File: config.mk
export PLATFORM = sky130hd
export DESIGN_NAME = pc_fetch_sequencer_flat
export DESIGN_NICKNAME = d
export VERILOG_FILES = /design/src/rtl/pc_fetch_sequencer_pkg.sv /design/src/rtl/pc_fetch_sequencer_if.sv /design/src/rtl/pc_fetch_sequencer.sv /design/src/flat_wrapper.sv
export SDC_FILE = /design/constraint.sdc
export NUM_CORES = 1
export LEC_CHECK = 0
export ABC_AREA = 0
export CAP_MARGIN = 10
export CORE_AREA = 3 3 190 192
export DETAILED_ROUTE_END_ITERATION = 8
export DIE_AREA = 0 0 193 195
export PLACE_DENSITY_LB_ADDON = 0.1
export SYNTH_ARGS = -nofsm -noshare
export SYNTH_HDL_FRONTEND = slang
export SYNTH_SLANG_ARGS = --single-unit
File: constraint.sdc
create_clock -name clock -period 5.57 [get_ports clock]
set_input_delay 1.114 -clock clock [delete_from_list [all_inputs] [get_ports clock]]
set_output_delay 1.114 -clock clock [all_outputs]
set_load 0.05 [all_outputs]
File: src/rtl/pc_fetch_sequencer_pkg.sv
// Shared definitions for the 64-bit RISC-V fetch path.
// Holds the default datapath widths, reset/trap vectors, the sequential PC
// increment and the fetch sequencer state type.
package riscv_pkg;

    localparam int unsigned XLEN   = 64;
    localparam int unsigned INSN_W = 32;

    localparam logic [63:0] RESET_VECTOR_DEFAULT = 64'h0;
    localparam logic [63:0] TRAP_VECTOR_DEFAULT  = 64'h100;

    // Fixed-length 32-bit instructions, no compressed support.
    localparam int unsigned PC_INC = 4;

    typedef enum logic [1:0] {
        BOOT,
        RUN,
        BUBBLE
    } fetch_state_e;

endpackage

File: src/rtl/pc_fetch_sequencer_if.sv
// Fetch-side bus: instruction-memory request/grant and the fetch buffer
// presented to decode.
//   master (sequencer): drives imem_req, imem_addr, if_valid, if_pc, if_insn;
//                       samples imem_gnt, imem_rdata, id_stall
//   slave  (memory + decode): the mirror image
interface pc_fetch_sequencer_if #(
    parameter int unsigned XLEN   = 64,
    parameter int unsigned INSN_W = 32
);

    logic              imem_req;
    logic [XLEN-1:0]   imem_addr;
    logic              imem_gnt;
    logic [INSN_W-1:0] imem_rdata;
    logic              id_stall;
    logic              if_valid;
    logic [XLEN-1:0]   if_pc;
    logic [INSN_W-1:0] if_insn;

    modport master (
        output imem_req,
        output imem_addr,
        output if_valid,
        output if_pc,
        output if_insn,
        input  imem_gnt,
        input  imem_rdata,
        input  id_stall
    );

    modport slave (
        input  imem_req,
        input  imem_addr,
        input  if_valid,
        input  if_pc,
        input  if_insn,
        output imem_gnt,
        output imem_rdata,
        output id_stall
    );

endinterface

File: src/rtl/pc_fetch_sequencer.sv
// Next-PC controller and fetch sequencer.
// Computes the Program_Counter input every cycle, issues instruction-memory
// reads at the current PC and keeps the most recent instruction in a
// one-entry buffer for decode. Traps beat redirects, redirects beat normal
// fetch; every redirect or trap is followed by a one-cycle bubble.
// Ports:
//   clock, reset    : clock and synchronous active-high reset
//   pc_cur          : Program_Counter output
//   pc_next         : Program_Counter input (combinational)
//   bus             : imem request/grant and fetch buffer (master side)
//   redirect_valid  : taken branch/jump, target on redirect_target
//   trap_valid      : exception/interrupt request
//   misalign_err    : one-cycle pulse after a misaligned redirect
//   fault_pc        : most recent misaligned redirect target
//   fetch_count     : completed fetches, wraps at 2^32
module pc_fetch_sequencer #(
    parameter int unsigned     XLEN         = riscv_pkg::XLEN,
    parameter logic [XLEN-1:0] RESET_VECTOR = riscv_pkg::RESET_VECTOR_DEFAULT[XLEN-1:0],
    parameter logic [XLEN-1:0] TRAP_VECTOR  = riscv_pkg::TRAP_VECTOR_DEFAULT[XLEN-1:0],
    parameter int unsigned     INSN_W       = riscv_pkg::INSN_W
) (
    input  logic                  clock,
    input  logic                  reset,
    input  logic [XLEN-1:0]       pc_cur,
    output logic [XLEN-1:0]       pc_next,
    pc_fetch_sequencer_if.master  bus,
    input  logic                  redirect_valid,
    input  logic [XLEN-1:0]       redirect_target,
    input  logic                  trap_valid,
    output logic                  misalign_err,
    output logic [XLEN-1:0]       fault_pc,
    output logic [31:0]           fetch_count
);

    import riscv_pkg::*;

    fetch_state_e      state_q, state_d;
    logic              if_valid_q, if_valid_d;
    logic [XLEN-1:0]   if_pc_q, if_pc_d;
    logic [INSN_W-1:0] if_insn_q, if_insn_d;
    logic              misalign_q, misalign_d;
    logic [XLEN-1:0]   fault_pc_q, fault_pc_d;
    logic [31:0]       count_q, count_d;
    logic              req;
    logic              buf_free;

    assign buf_free = !if_valid_q || !bus.id_stall;

    always_comb begin
        state_d    = state_q;
        if_valid_d = if_valid_q;
        if_pc_d    = if_pc_q;
        if_insn_d  = if_insn_q;
        misalign_d = 1'b0;
        fault_pc_d = fault_pc_q;
        count_d    = count_q;
        pc_next    = pc_cur;
        req        = 1'b0;

        case (state_q)
            BOOT: begin
                pc_next = RESET_VECTOR;
                state_d = RUN;
            end
            default: begin
                // Request is held low on redirect/trap cycles: anything
                // fetched at pc_cur would be discarded anyway.
                if (trap_valid) begin
                    pc_next    = TRAP_VECTOR;
                    if_valid_d = 1'b0;
                    state_d    = BUBBLE;
                end else if (redirect_valid) begin
                    if (redirect_target[1:0] != 2'b00) begin
                        pc_next    = TRAP_VECTOR;
                        fault_pc_d = redirect_target;
                        misalign_d = 1'b1;
                    end else begin
                        pc_next = redirect_target;
                    end
                    if_valid_d = 1'b0;
                    state_d    = BUBBLE;
                end else if (state_q == BUBBLE) begin
                    state_d = RUN;
                end else begin
                    req = buf_free;
                    if (req && bus.imem_gnt) begin
                        if_valid_d = 1'b1;
                        if_pc_d    = pc_cur;
                        if_insn_d  = bus.imem_rdata;
                        pc_next    = pc_cur + XLEN'(PC_INC);
                        count_d    = count_q + 32'd1;
                    end else if (if_valid_q && !bus.id_stall) begin
                        if_valid_d = 1'b0;
                    end
                end
            end
        endcase

        if (reset) begin
            pc_next = RESET_VECTOR;
            req     = 1'b0;
        end
    end

    always_ff @(posedge clock) begin
        if (reset) begin
            state_q    <= BOOT;
            if_valid_q <= 1'b0;
            if_pc_q    <= '0;
            if_insn_q  <= '0;
            misalign_q <= 1'b0;
            fault_pc_q <= '0;
            count_q    <= '0;
        end else begin
            state_q    <= state_d;
            if_valid_q <= if_valid_d;
            if_pc_q    <= if_pc_d;
            if_insn_q  <= if_insn_d;
            misalign_q <= misalign_d;
            fault_pc_q <= fault_pc_d;
            count_q    <= count_d;
        end
    end

    assign bus.imem_req  = req;
    assign bus.imem_addr = pc_cur;
    assign bus.if_valid  = if_valid_q;
    assign bus.if_pc     = if_pc_q;
    assign bus.if_insn   = if_insn_q;
    assign misalign_err  = misalign_q;
    assign fault_pc      = fault_pc_q;
    assign fetch_count   = count_q;

endmodule

File: src/flat_wrapper.sv
// flat-port wrapper written by rule: the top's interface ports become plain ports
module pc_fetch_sequencer_flat import riscv_pkg::*;
#(
    parameter int unsigned     XLEN         = riscv_pkg::XLEN,
    parameter logic [XLEN-1:0] RESET_VECTOR = riscv_pkg::RESET_VECTOR_DEFAULT[XLEN-1:0],
    parameter logic [XLEN-1:0] TRAP_VECTOR  = riscv_pkg::TRAP_VECTOR_DEFAULT[XLEN-1:0],
    parameter int unsigned     INSN_W       = riscv_pkg::INSN_W
)
  (clock, reset, pc_cur, pc_next, redirect_valid, redirect_target, trap_valid, misalign_err, fault_pc, fetch_count, bus_imem_req, bus_imem_addr, bus_if_valid, bus_if_pc, bus_if_insn, bus_imem_gnt, bus_imem_rdata, bus_id_stall);
  pc_fetch_sequencer_if #(.XLEN(XLEN), .INSN_W(INSN_W)) bus_i ();
  input  logic clock;
  input  logic reset;
  input  logic [XLEN-1:0] pc_cur;
  output logic [XLEN-1:0] pc_next;
  input  logic redirect_valid;
  input  logic [XLEN-1:0] redirect_target;
  input  logic trap_valid;
  output logic misalign_err;
  output logic [XLEN-1:0] fault_pc;
  output logic [31:0] fetch_count;
  output wire logic [$bits(bus_i.imem_req)-1:0] bus_imem_req;
  output wire logic [$bits(bus_i.imem_addr)-1:0] bus_imem_addr;
  output wire logic [$bits(bus_i.if_valid)-1:0] bus_if_valid;
  output wire logic [$bits(bus_i.if_pc)-1:0] bus_if_pc;
  output wire logic [$bits(bus_i.if_insn)-1:0] bus_if_insn;
  input wire logic [$bits(bus_i.imem_gnt)-1:0] bus_imem_gnt;
  input wire logic [$bits(bus_i.imem_rdata)-1:0] bus_imem_rdata;
  input wire logic [$bits(bus_i.id_stall)-1:0] bus_id_stall;
  assign bus_imem_req = bus_i.imem_req;
  assign bus_imem_addr = bus_i.imem_addr;
  assign bus_if_valid = bus_i.if_valid;
  assign bus_if_pc = bus_i.if_pc;
  assign bus_if_insn = bus_i.if_insn;
  assign bus_i.imem_gnt = bus_imem_gnt;
  assign bus_i.imem_rdata = bus_imem_rdata;
  assign bus_i.id_stall = bus_id_stall;
  pc_fetch_sequencer #(.XLEN(XLEN), .RESET_VECTOR(RESET_VECTOR), .TRAP_VECTOR(TRAP_VECTOR), .INSN_W(INSN_W)) u_core (.clock(clock), .reset(reset), .pc_cur(pc_cur), .pc_next(pc_next), .bus(bus_i), .redirect_valid(redirect_valid), .redirect_target(redirect_target), .trap_valid(trap_valid), .misalign_err(misalign_err), .fault_pc(fault_pc), .fetch_count(fetch_count));
endmodule
# Word level (Yosys, flattened, before mapping)
# Cells that the tools add are included.
# classes
addsub	2
eq_ne	2
muxes	22
bitwise_logic	4
reduce_logical	15
# op_table
op	count
64-bit two-way mux	7
64-bit by 3-bit adder with 64-bit output (second input constant)	1
32-bit by 1-bit adder with 32-bit output (second input constant)	1
1-bit two-way mux	12
4-bit nonzero test	2
2-bit two-way mux	3
5-bit AND reduction	1
1-bit inverter	4
4-bit AND reduction	1
4-bit OR reduction	1
3-bit inequality test (second input constant)	1
3-bit AND reduction	1
3-bit nonzero test	1
2-bit equality test (second input constant)	1
1-bit logical AND	2
1-bit logical NOT	2
2-bit logical NOT	1
2-bit nonzero test	1
2-bit OR reduction	1
1-bit logical OR	1
# word_totals
regBits	196
input_bits	166
output_inout_bits	323
wordCells	53

# Logic depth before layout (Yosys ltp)
# Gate-level depths: netlist (run 1).
# logic_depth
ltp_word	9
ltp_mapped	8
mapped_depth_nobuf	7

# Worst setup path after synthesis (run 1)
# OpenSTA, ideal clock, no wires.
# synth_timing
path_type	in2out
start	input bus_imem_gnt
end	output pc_next[8]
t_arrival_ns	4.391
required_ns	4.456
path_slack_ns	0.065
path_stages	6
path_buffers	1
path_cell_list	a21boi_1 -> and2_1 -> clkbuf_1 -> nand3_1 -> xor2_1 -> a2111oi_0
# synth_between
elab_chain_cells	7
# synth_rtl
element	line_no	source
start: declaration	flat_wrapper.sv:26	input wire logic [$bits(bus_i.imem_gnt)-1:0] bus_imem_gnt;
1-bit logical AND	pc_fetch_sequencer.sv:86	if (req && bus.imem_gnt) begin
64-bit two-way mux	pc_fetch_sequencer.sv:86	
64-bit two-way mux	pc_fetch_sequencer.sv:82	end else if (state_q == BUBBLE) begin
64-bit two-way mux	pc_fetch_sequencer.sv:72	end else if (redirect_valid) begin
64-bit two-way mux	pc_fetch_sequencer.sv:68	if (trap_valid) begin
64-bit two-way mux	pc_fetch_sequencer.sv:60	case (state_q)
64-bit two-way mux	pc_fetch_sequencer.sv:99	if (reset) begin
end: declaration	flat_wrapper.sv:14	output logic [XLEN-1:0] pc_next;
# Every way passes these cells.

# Final worst setup path (run 1)
# layout_timing
start	input bus_id_stall
end	output pc_next[45]
# layout_between
elab_chain_cells	9
# layout_rtl
element	line_no	source
start: declaration	flat_wrapper.sv:28	input wire logic [$bits(bus_i.id_stall)-1:0] bus_id_stall;
1-bit logical NOT	pc_fetch_sequencer.sv:47	assign buf_free = !if_valid_q || !bus.id_stall;
1-bit logical OR	pc_fetch_sequencer.sv:47	
1-bit logical AND	pc_fetch_sequencer.sv:86	
64-bit two-way mux	pc_fetch_sequencer.sv:86	
64-bit two-way mux	pc_fetch_sequencer.sv:82	
64-bit two-way mux	pc_fetch_sequencer.sv:72	
64-bit two-way mux	pc_fetch_sequencer.sv:68	
64-bit two-way mux	pc_fetch_sequencer.sv:60	
64-bit two-way mux	pc_fetch_sequencer.sv:99	
# Every way passes these cells.

==> results.py, run 1 <==
metrics = {
    "synth": {
        "synth_area_sq_um": 9643,
        "ys_seq_elements": 196,
        "synth_cells": 1297,
        "synth_cell_types": 48,
        "seq_area_frac_synth": 0.4069,
        "syn_avg_cell_area_sq_um": 7.435,
        "yosysWarningCount": 0,
        "synth_flop_cell": "dfxtp_1",
        "synthArstFlopShare": 0,
        "synth_edf_count": 0,
        "synth.net_count": 1465,
    },
    "cts": {
        "numCtsBuffers": 17,
        "clock-sinks": 196,
        "cts-resized-gates": 0,
        "worstSkewPairLatency_ns": 0.46,
        "cts_tree": "built",
        "clk_pin_slew_ns": 0.07,
        "postCtsSetupRepairBufs": 0,
        "cts_hold_buf": 0,
        "h-tree-depth": 4,
        "cts_buffer_depth": 2,
        "root_buffer": "clkbuf_16",
    },
    "global_route": {
        "grt_overflow": 0,
        "grtUsageTotal": 0.2224,
        "met1_usage": 0.2770,
        "grt_max_degree": 196,
        "grt_first_pass_wirelength_microns": 63580,
        "grt_pass1_vias": 10040,
        "grt.met2_usage": 0.3801,
        "antenna_found_initial": 1,
        "top_usage_layer": "met2",
        "grtUsageMet3": 0.05440,
    },
    "sta": {
        "max_slew_margin": 0.2668,
        "hold_viol": 0,
        "fmax_mhz": 193.8,
        "rsz0062_at_grt": "false",
        "skew_ns": 0.006832,
        "finalWorstSetupSlack_ns": 0.4112,
        "whs_ns": 0.4556,
        "tightest_slew_ns": 1.090,
        "slew_viol_final": 0,
        "min_period_ns": 5.159,
        "fin_tns_setup_ns": 0,
        "fin_crit_sh": 0.9262,
        "setup_viol_count_final": 0,
    },
    "cells_and_area": {
        "nNetsFinal": 1864,
        "layout_common_cells": "clkdlybuf4s50_1, nand2_1, dfxtp_1, a21oi_1, buf_12",
        "multi_input_area_sq_um": 4931,
        "final_core_util": 0.4563,
        "n_antenna_cell": 0,
        "final_common_cell": "clkdlybuf4s50_1",
        "n_fill_cell": 3553,
        "area_delta_synth_final_pct": 63.46,
        "seqCellArea_sq_um": 3924,
        "layout-drive-gt1-share": 0.09304,
        "final_cells": 2164,
    },
    "worst_setup_path": {
        "cp-start-kind": "primary input",
        "cp-end-kind": "output pin",
        "worstPathRequired_ns": 4.46,
        "ff2ff_setup_slack_ns": 3.01,
        "crit_type": "in2out",
        "r2r-end": "u_core.fetch_count[27]",
        "crit_fanout": 6,
        "critPathLaunch": "bus_id_stall",
        "rr_startpoint": "u_core.state_q[0]",
        "reg2reg_depth": 6,
        "cp.arrival_ns": 4.04,
    },
    "pwr": {
        "net-switching-power_mw": 1.118,
        "p_leak_nw": 5.310,
        "swShare": 0.3208,
        "power_density_nw_per_um2": 221.0,
        "combPwrFrac": 0.220,
        "p_seq_frac": 0.415,
        "p_clk_frac": 0.364,
        "vdd_drop_max_mv": 0.2181,
        "intPower_mw": 2.366,
    },
    "worst_hold_path": {
        "hold_path_depth": 2,
        "hold_start": "u_core.fault_pc[36]",
        "worst_hold_path_type": "reg2reg",
        "min_to": "u_core.fault_pc[36]",
    },
    "routing": {
        "post-route-drc-count": 0,
        "wl_microns": 42920,
        "wl_per_cell_microns": 19.83,
        "dr.pass1.iters": 7,
        "drtIter0Drc": 487,
        "ant_nets": 0,
        "viasPerCell": 4.755,
        "vias": 10290,
    },
    "die": {
        "start_util": 0.2792,
        "dieArea_sq_um": 37640,
        "ios": 489,
        "core_sq_um": 34540,
        "die_h_microns": 195,
        "die_x_microns": 193,
        "placementRows": 68,
    },
    "status": {
        "status": "completed",
    },
    "placed_design": {
        "dp.cells": 2132,
        "gp_congestion": 0.8147,
        "place_ws_ns": 0.3764,
        "hpwl_microns": 31860,
        "portBuffers": 488,
    },
    "flow_run": {
        "maxCapViolCount": 0,
    },
}
## worst max-delay path by stage
stage          slack, ns     endpoint
2_1_floorplan       0.06   pc_next[8]
5_1_grt             0.26  pc_next[35]
3_3_place_gp        0.44  pc_next[63]
4_1_cts             0.37  pc_next[45]
3_5_place_dp        0.38  pc_next[45]
6_report            0.41  pc_next[45]
## synthesized netlist by cell type (3+ instances only)
library cell	instances	area share
or2_2	7	0.0045
xnor2_1	47	0.043
nand2b_1	3	0.0019
o21ai_0	39	0.020
nand4_1	25	0.016
inv_1	8	0.0031
and4_1	16	0.015
nand2_1	392	0.15
or3_1	9	0.0058
xor2_1	40	0.036
dfxtp_1	196	0.41
nor4_1	4	0.0026
buf_4	64	0.050
a211oi_1	14	0.011
nor2b_1	3	0.0019
and2_1	8	0.0052
nor3_1	13	0.0067
and3_1	11	0.0071
clkbuf_1	78	0.030
a21oi_1	182	0.094
a22o_1	9	0.0082
nor4_4	3	0.0066
nand3_1	37	0.019
nor2_1	58	0.023
## sequential cells by signal, indices dropped and copies added, names as in the netlist
register             count
u_core.fetch_count      32
u_core.bus.if_insn      32
u_core.misalign_err      1
u_core.fault_pc         64
u_core.state_q           2
u_core.bus.if_valid      1
u_core.bus.if_pc        64
## kinds of logic (layout without fill, tap and decap cells)
group | after synthesis | count (layout) | share of synthesized area
multiplexers | 1 | 1 | 0.001038
XOR/XNOR | 87 | 87 | 0.07902
flip-flops | 196 | 196 | 0.4069
AND/OR/NAND/NOR | 603 | 603 | 0.2829
adder cells (fa/ha/maj) | 2 | 2 | 0.002595
buffers and inverters | 154 | 566 | 0.08576
AO/OA/AOI/OAI | 254 | 254 | 0.1418
## routing by layer
layer  vias up  wire, microns  part of all wire
met5         -             20           0.00047
met4         2            932             0.022
met3        48           2706             0.063
met2       322          21050              0.49
met1      4838          18210              0.42
li1       5079              -                 -
## power by group through the flow
stage,Combinational (mW),Clock (mW),Sequential [mW]
global placement,0.772,0,1.48
CTS,0.775,1.31,1.45
detailed placement,0.772,0,1.48
global route,0.808,1.36,1.45
finish,0.768,1.27,1.45
floorplan,0.310,0,1.58
## per-stage QoR
stage                     power (mW)  instance area (sq um)
after detailed placement       2.252                  15180
final                          3.484                  15760
after global placement         2.250                  15180
after global routing           3.616                  15760
after floorplan                1.888                   9643
after CTS                      3.530                  15760
## worst max-delay path: stages
cell,delay (ns)
clkdlybuf4s50_1,0.51
a21boi_1,0.26
buf_4,0.18
nand4_2,0.29
nor4_4,0.63
nor4b_1,0.45
xnor2_1,0.11
o21ai_0,0.30
buf_12,0.19
## layout make-up
cell class	instances	share of cell area
Clock buffer	18	0.02786
Inverter	9	0.002143
Timing Repair Buffer	525	0.3630
Tap cell	455	0.03612
Clock inverter	14	0.009128
Multi-Input combinational cell	947	0.3128
Sequential cell	196	0.2489
Note: power is estimated with default switching activity, not from simulation.
==> run 2, diff against run 1 <==
--- a/config.mk
+++ b/config.mk
@@ -11,6 +11,7 @@
 export DETAILED_ROUTE_END_ITERATION = 8
 export DIE_AREA = 0 0 193 195
 export PLACE_DENSITY_LB_ADDON = 0.1
+export REMOVE_ABC_BUFFERS = 1
 export SYNTH_ARGS = -nofsm -noshare
 export SYNTH_HDL_FRONTEND = slang
 export SYNTH_SLANG_ARGS = --single-unit
==> results.py, run 2 (synthesized netlist as in run 1, its figures left out) <==
metrics = {
    "status": {
        "status": "completed",
    },
    "global_route": {
        "antenna_found_initial": 1,
        "grt_overflow": 0,
        "grt_first_pass_wirelength_microns": 64920,
        "grt_pass1_vias": 10190,
        "grt_max_degree": 98,
        "grtUsageTotal": 0.2292,
    },
    "worst_setup_path": {
        "crit_fanout": 9,
        "crit_chain": "clkdlybuf4s50_1 -> nand4_2 -> or4_4 -> nor4_4 -> and4_1 -> mux2i_1 -> o21ai_0 -> buf_12",
        "cp-start-kind": "primary input",
        "slowest_delay_ns": 0.66,
        "reg2reg_depth": 5,
        "worstPathRequired_ns": 4.46,
        "ff2ff_setup_slack_ns": 3.43,
        "crit_family": "simple AND/OR/NAND/NOR gates",
        "rr_startpoint": "u_core.state_q[0]",
        "cp.arrival_ns": 4.01,
        "crit_buf_inv": 2,
        "crit_type": "in2out",
        "r2r-end": "u_core.fault_pc[42]",
        "cp-end-kind": "output pin",
        "crit_path_top_delay_cell": "or4_4",
    },
    "cts": {
        "clock-sinks": 196,
        "cts_hold_buf": 0,
        "h-tree-depth": 4,
        "clk_pin_slew_ns": 0.07,
        "cts-resized-gates": 0,
        "worstSkewPairLatency_ns": 0.45,
        "postCtsSetupRepairBufs": 0,
        "root_buffer": "clkbuf_16",
        "cts_tree": "built",
        "numCtsBuffers": 17,
        "cts_buffer_depth": 2,
    },
    "sta": {
        "rsz0062_at_grt": "false",
        "fin_crit_sh": 0.9191,
        "tightest_slew_ns": 1.164,
        "finalWorstSetupSlack_ns": 0.4504,
        "hold_viol": 0,
        "min_period_ns": 5.120,
        "setup_viol_count_final": 0,
        "skew_ns": 0.01200,
        "slew_viol_final": 0,
        "fmax_mhz": 195.3,
        "max_slew_margin": 0.2238,
    },
    "cells_and_area": {
        "area_delta_synth_final_pct": 64.33,
        "nNetsFinal": 1866,
        "n_fill_cell": 3549,
        "fin_area_sq_um": 15850,
        "layout-drive-gt1-share": 0.09181,
        "final_cells": 2166,
        "final_common_cell": "clkdlybuf4s50_1",
        "layout_common_cells": "clkdlybuf4s50_1, nand2_1, dfxtp_1, a21oi_1, buf_12",
    },
    "routing": {
        "wl_per_cell_microns": 20.56,
        "vias": 10340,
        "post-route-drc-count": 0,
        "ant_nets": 0,
        "viasPerCell": 4.773,
        "dr.pass1.iters": 4,
        "wl_microns": 44520,
        "drtIter0Drc": 515,
    },
    "placed_design": {
        "gp_congestion": 0.8354,
        "place_ws_ns": 0.4091,
        "portBuffers": 488,
        "hpwl_microns": 33220,
        "placed_area_sq_um": 15230,
        "dp.cells": 2134,
    },
    "pwr": {
        "p_leak_nw": 5.332,
        "combPwrFrac": 0.218,
        "vdd_drop_max_mv": 0.2034,
        "p_seq_frac": 0.408,
        "finalPower_mw": 3.548,
        "swShare": 0.3004,
        "power_density_nw_per_um2": 223.9,
        "net-switching-power_mw": 1.066,
        "intPower_mw": 2.482,
        "p_clk_frac": 0.374,
    },
    "flow_run": {
        "maxCapViolCount": 0,
    },
    "die": {
        "placementRows": 68,
        "die_h_microns": 195,
        "core_sq_um": 34540,
        "die_x_microns": 193,
        "dieArea_sq_um": 37640,
        "start_util": 0.2792,
        "ios": 489,
    },
    "worst_hold_path": {
        "worst_hold_path_type": "reg2reg",
        "hold_start": "u_core.bus.if_pc[59]",
        "min_to": "u_core.bus.if_pc[59]",
        "hold_path_depth": 2,
    },
}
## run 2: changes by cell type in the layout (fill, tap and decap cells not counted), moves of 2 or more
cell       change
clkbuf_8       +3
clkinv_2       -2
buf_12         +3
inv_8          -2
clkbuf_1       +3
inv_6          -2
clkinv_4       -2
bufinv_16      +2
## run 2: worst register-to-register path, delay by kind of cell (launching register included)
family / cells / cell delay, ns
AOI/OAI and AO/OA: 1 / 0.16
buffers and inverters: 1 / 0.56
DFF: 1 / 0.36
and+or+nand+nor: 3 / 0.98
## run 2: metrics by stage
stage          hold WS [ns]  TNS (ns)  utilization
5_1_grt              0.4686         0       0.4587
6_report             0.4530         0       0.4587
2_1_floorplan        0.4517    -42.29            -
3_5_place_dp         0.4463         0       0.4410
4_1_cts              0.4560         0       0.4587
3_3_place_gp         0.4410         0       0.4410
## run 2: worst max path at each step
stage	slack [ns]	startpoint	depth (start not counted)	end
finish	0.45	pc_cur[15]	8	pc_next[53]
global route	0.32	pc_cur[15]	8	pc_next[53]
CTS	0.41	pc_cur[15]	8	pc_next[43]
detailed placement	0.41	pc_cur[15]	8	pc_next[43]
global placement	0.43	pc_cur[15]	8	pc_next[43]
floorplan	-1.03	reset	3	pc_next[12]
## run 2: routing by layer
metal  GRT usage  up-vias  wire, microns
li1            -     5071              -
met5           0        -              0
met1      0.2707     4829          17980
met2      0.3953      387          21690
met3     0.06589       52           3596
met4     0.08063        0           1256
## run 2: final cells by class
type	instances	area [sq um]	area share
multi-input combinational	947	4931	0.3112
antenna	1	2.502	0.0001579
clock inverter	7	120.1	0.007580
timing repair buffer	527	5774	0.3644
tap	455	569.3	0.03593
clock buffer	24	491.7	0.03103
inverter	9	33.78	0.002132
sequential	196	3924	0.2476
## run 2: power groups by stage
| stage | sequential, mW | combinational (mW) | clock (mW) |
|---|---|---|---|
| 2_1_floorplan | 1.58 | 0.161 | 0 |
| 3_3_place_gp | 1.48 | 0.779 | 0 |
| 3_5_place_dp | 1.48 | 0.780 | 0 |
| 4_1_cts | 1.45 | 0.783 | 1.37 |
| 5_1_grt | 1.45 | 0.814 | 1.41 |
| 6_report | 1.45 | 0.774 | 1.33 |
==> run 3, diff against run 2 <==
--- a/config.mk
+++ b/config.mk
@@ -7,9 +7,9 @@
 export LEC_CHECK = 0
 export ABC_AREA = 0
 export CAP_MARGIN = 10
-export CORE_AREA = 3 3 190 192
+export CORE_AREA = 8 8 184 186
 export DETAILED_ROUTE_END_ITERATION = 8
-export DIE_AREA = 0 0 193 195
+export DIE_AREA = 0 0 192 194
 export PLACE_DENSITY_LB_ADDON = 0.1
 export REMOVE_ABC_BUFFERS = 1
 export SYNTH_ARGS = -nofsm -noshare
==> results.py, run 3 (synthesized netlist as in run 1, its figures left out) <==
metrics = {
    "cells_and_area": {
        "final_core_util": 0.4925,
        "fin_area_sq_um": 15300,
        "layout_common_cells": "clkdlybuf4s50_1, nand2_1, dfxtp_1, a21oi_1, buf_4",
        "layout-drive-gt1-share": 0.09032,
        "nNetsFinal": 1860,
        "area_delta_synth_final_pct": 58.66,
        "final_common_cell": "clkdlybuf4s50_1",
    },
    "worst_setup_path": {
        "cp-start-kind": "primary input",
        "cp.arrival_ns": 4.02,
        "crit_fanout": 6,
        "worstPathRequired_ns": 4.46,
        "cp-end-kind": "output pin",
        "crit_type": "in2out",
    },
    "placed_design": {
        "hpwl_microns": 34420,
        "gp_congestion": 0.8230,
        "placed_area_sq_um": 14680,
        "portBuffers": 488,
    },
    "die": {
        "start_util": 0.3104,
        "die_h_microns": 194,
        "placementRows": 65,
        "core_sq_um": 31070,
        "ios": 489,
        "die_x_microns": 192,
        "dieArea_sq_um": 37250,
    },
    "cts": {
        "cts-resized-gates": 0,
        "postCtsSetupRepairBufs": 0,
        "h-tree-depth": 4,
        "numCtsBuffers": 17,
        "cts_tree": "built",
        "clk_pin_slew_ns": 0.07,
        "root_buffer": "clkbuf_16",
        "cts_hold_buf": 0,
        "worstSkewPairLatency_ns": 0.45,
        "cts_buffer_depth": 2,
        "clock-sinks": 196,
    },
    "sta": {
        "slew_viol_final": 0,
        "hold_viol": 0,
        "skew_ns": 0.01801,
        "fmax_mhz": 194.9,
        "max_slew_margin": 0.1848,
        "min_period_ns": 5.131,
        "rsz0062_at_grt": "false",
        "fin_crit_sh": 0.9212,
        "tightest_slew_ns": 1.212,
        "setup_viol_count_final": 0,
    },
    "global_route": {
        "grt_first_pass_wirelength_microns": 66170,
        "antenna_found_initial": 1,
        "grtUsageTotal": 0.2335,
        "grt_max_degree": 100,
        "grt_overflow": 0,
        "grt_pass1_vias": 10270,
    },
    "routing": {
        "dr.pass1.iters": 4,
        "vias": 10350,
        "post-route-drc-count": 0,
        "drtIter0Drc": 554,
        "wl_per_cell_microns": 21.53,
        "ant_nets": 0,
        "viasPerCell": 4.911,
        "wl_microns": 45380,
    },
    "worst_hold_path": {
        "worst_hold_path_type": "reg2reg",
    },
    "flow_run": {
        "maxCapViolCount": 0,
    },
    "pwr": {
        "p_leak_nw": 5.208,
        "finalPower_mw": 3.526,
        "vdd_drop_max_mv": 0.1605,
        "power_density_nw_per_um2": 230.5,
    },
    "status": {
        "status": "completed",
    },
}
[run 3: cell count changes in the layout (fill, tap and decap cells not counted), sizes merged]
cell	delta
bufinv	-1
clkinv	+3
clkbuf	-7
buf	-6
inv	+6
[run 3: area by class of cell]
type / count / area [sq um]
well taps: 402 / 503.0
fillers: 3101 / 15770
clock inverters: 15 / 191.4
multi-input cells: 947 / 4928
clock buffers: 17 / 425.4
repair buffers: 521 / 5291
diodes: 1 / 2.502
inverters: 9 / 33.78
flip-flops and latches: 196 / 3924
[run 3: final timing paths]
kind	startpoint	end	slack [ns]	cells after the start
worst min-delay path	u_core.fault_pc[7]	u_core.fault_pc[7]	0.45	2
worst max-delay path	pc_cur[2]	pc_next[52]	0.44	9
worst max register to register	u_core.state_q[0]	u_core.fetch_count[31]	2.87	6
worst min register to register	u_core.fault_pc[7]	u_core.fault_pc[7]	0.45	2
[run 3: power by group]
group / internal, mW / switching [mW]
Combinational: 0.277 / 0.475
Sequential: 1.43 / 0.0161
Clock: 0.687 / 0.642
Total: 2.39 / 1.13
[run 3: critical path, cell delays in order]
cell             delay (ns)
clkdlybuf4s50_1        0.67
ha_1                   0.27
and4_1                 0.22
nand3_1                0.20
or3_1                  0.65
nor4_4                 0.30
xnor2_1                0.13
a211oi_2               0.22
buf_4                  0.23
[run 3: per-layer routing]
metal	wire (microns)	global-route usage	share of wire	vias to the layer above
li1	-	-	-	5058
met1	18260	0.2694	0.40	4885
met2	22660	0.4138	0.50	386
met3	3961	0.07482	0.087	24
met4	505	0.04839	0.011	0
met5	0	0	0	-
[run 3: through the flow]
stage | worst slack (ns) | cells | TNS (ns) | hold WS, ns
2_1_floorplan | -1.028 | 1152 | -42.29 | 0.4517
3_3_place_gp | 0.4414 | 2075 | 0 | 0.4414
3_5_place_dp | 0.4009 | 2075 | 0 | 0.4454
4_1_cts | 0.3836 | 2107 | 0 | 0.4566
5_1_grt | 0.1982 | 2108 | 0 | 0.4665
6_report | 0.4391 | 2108 | 0 | 0.4548
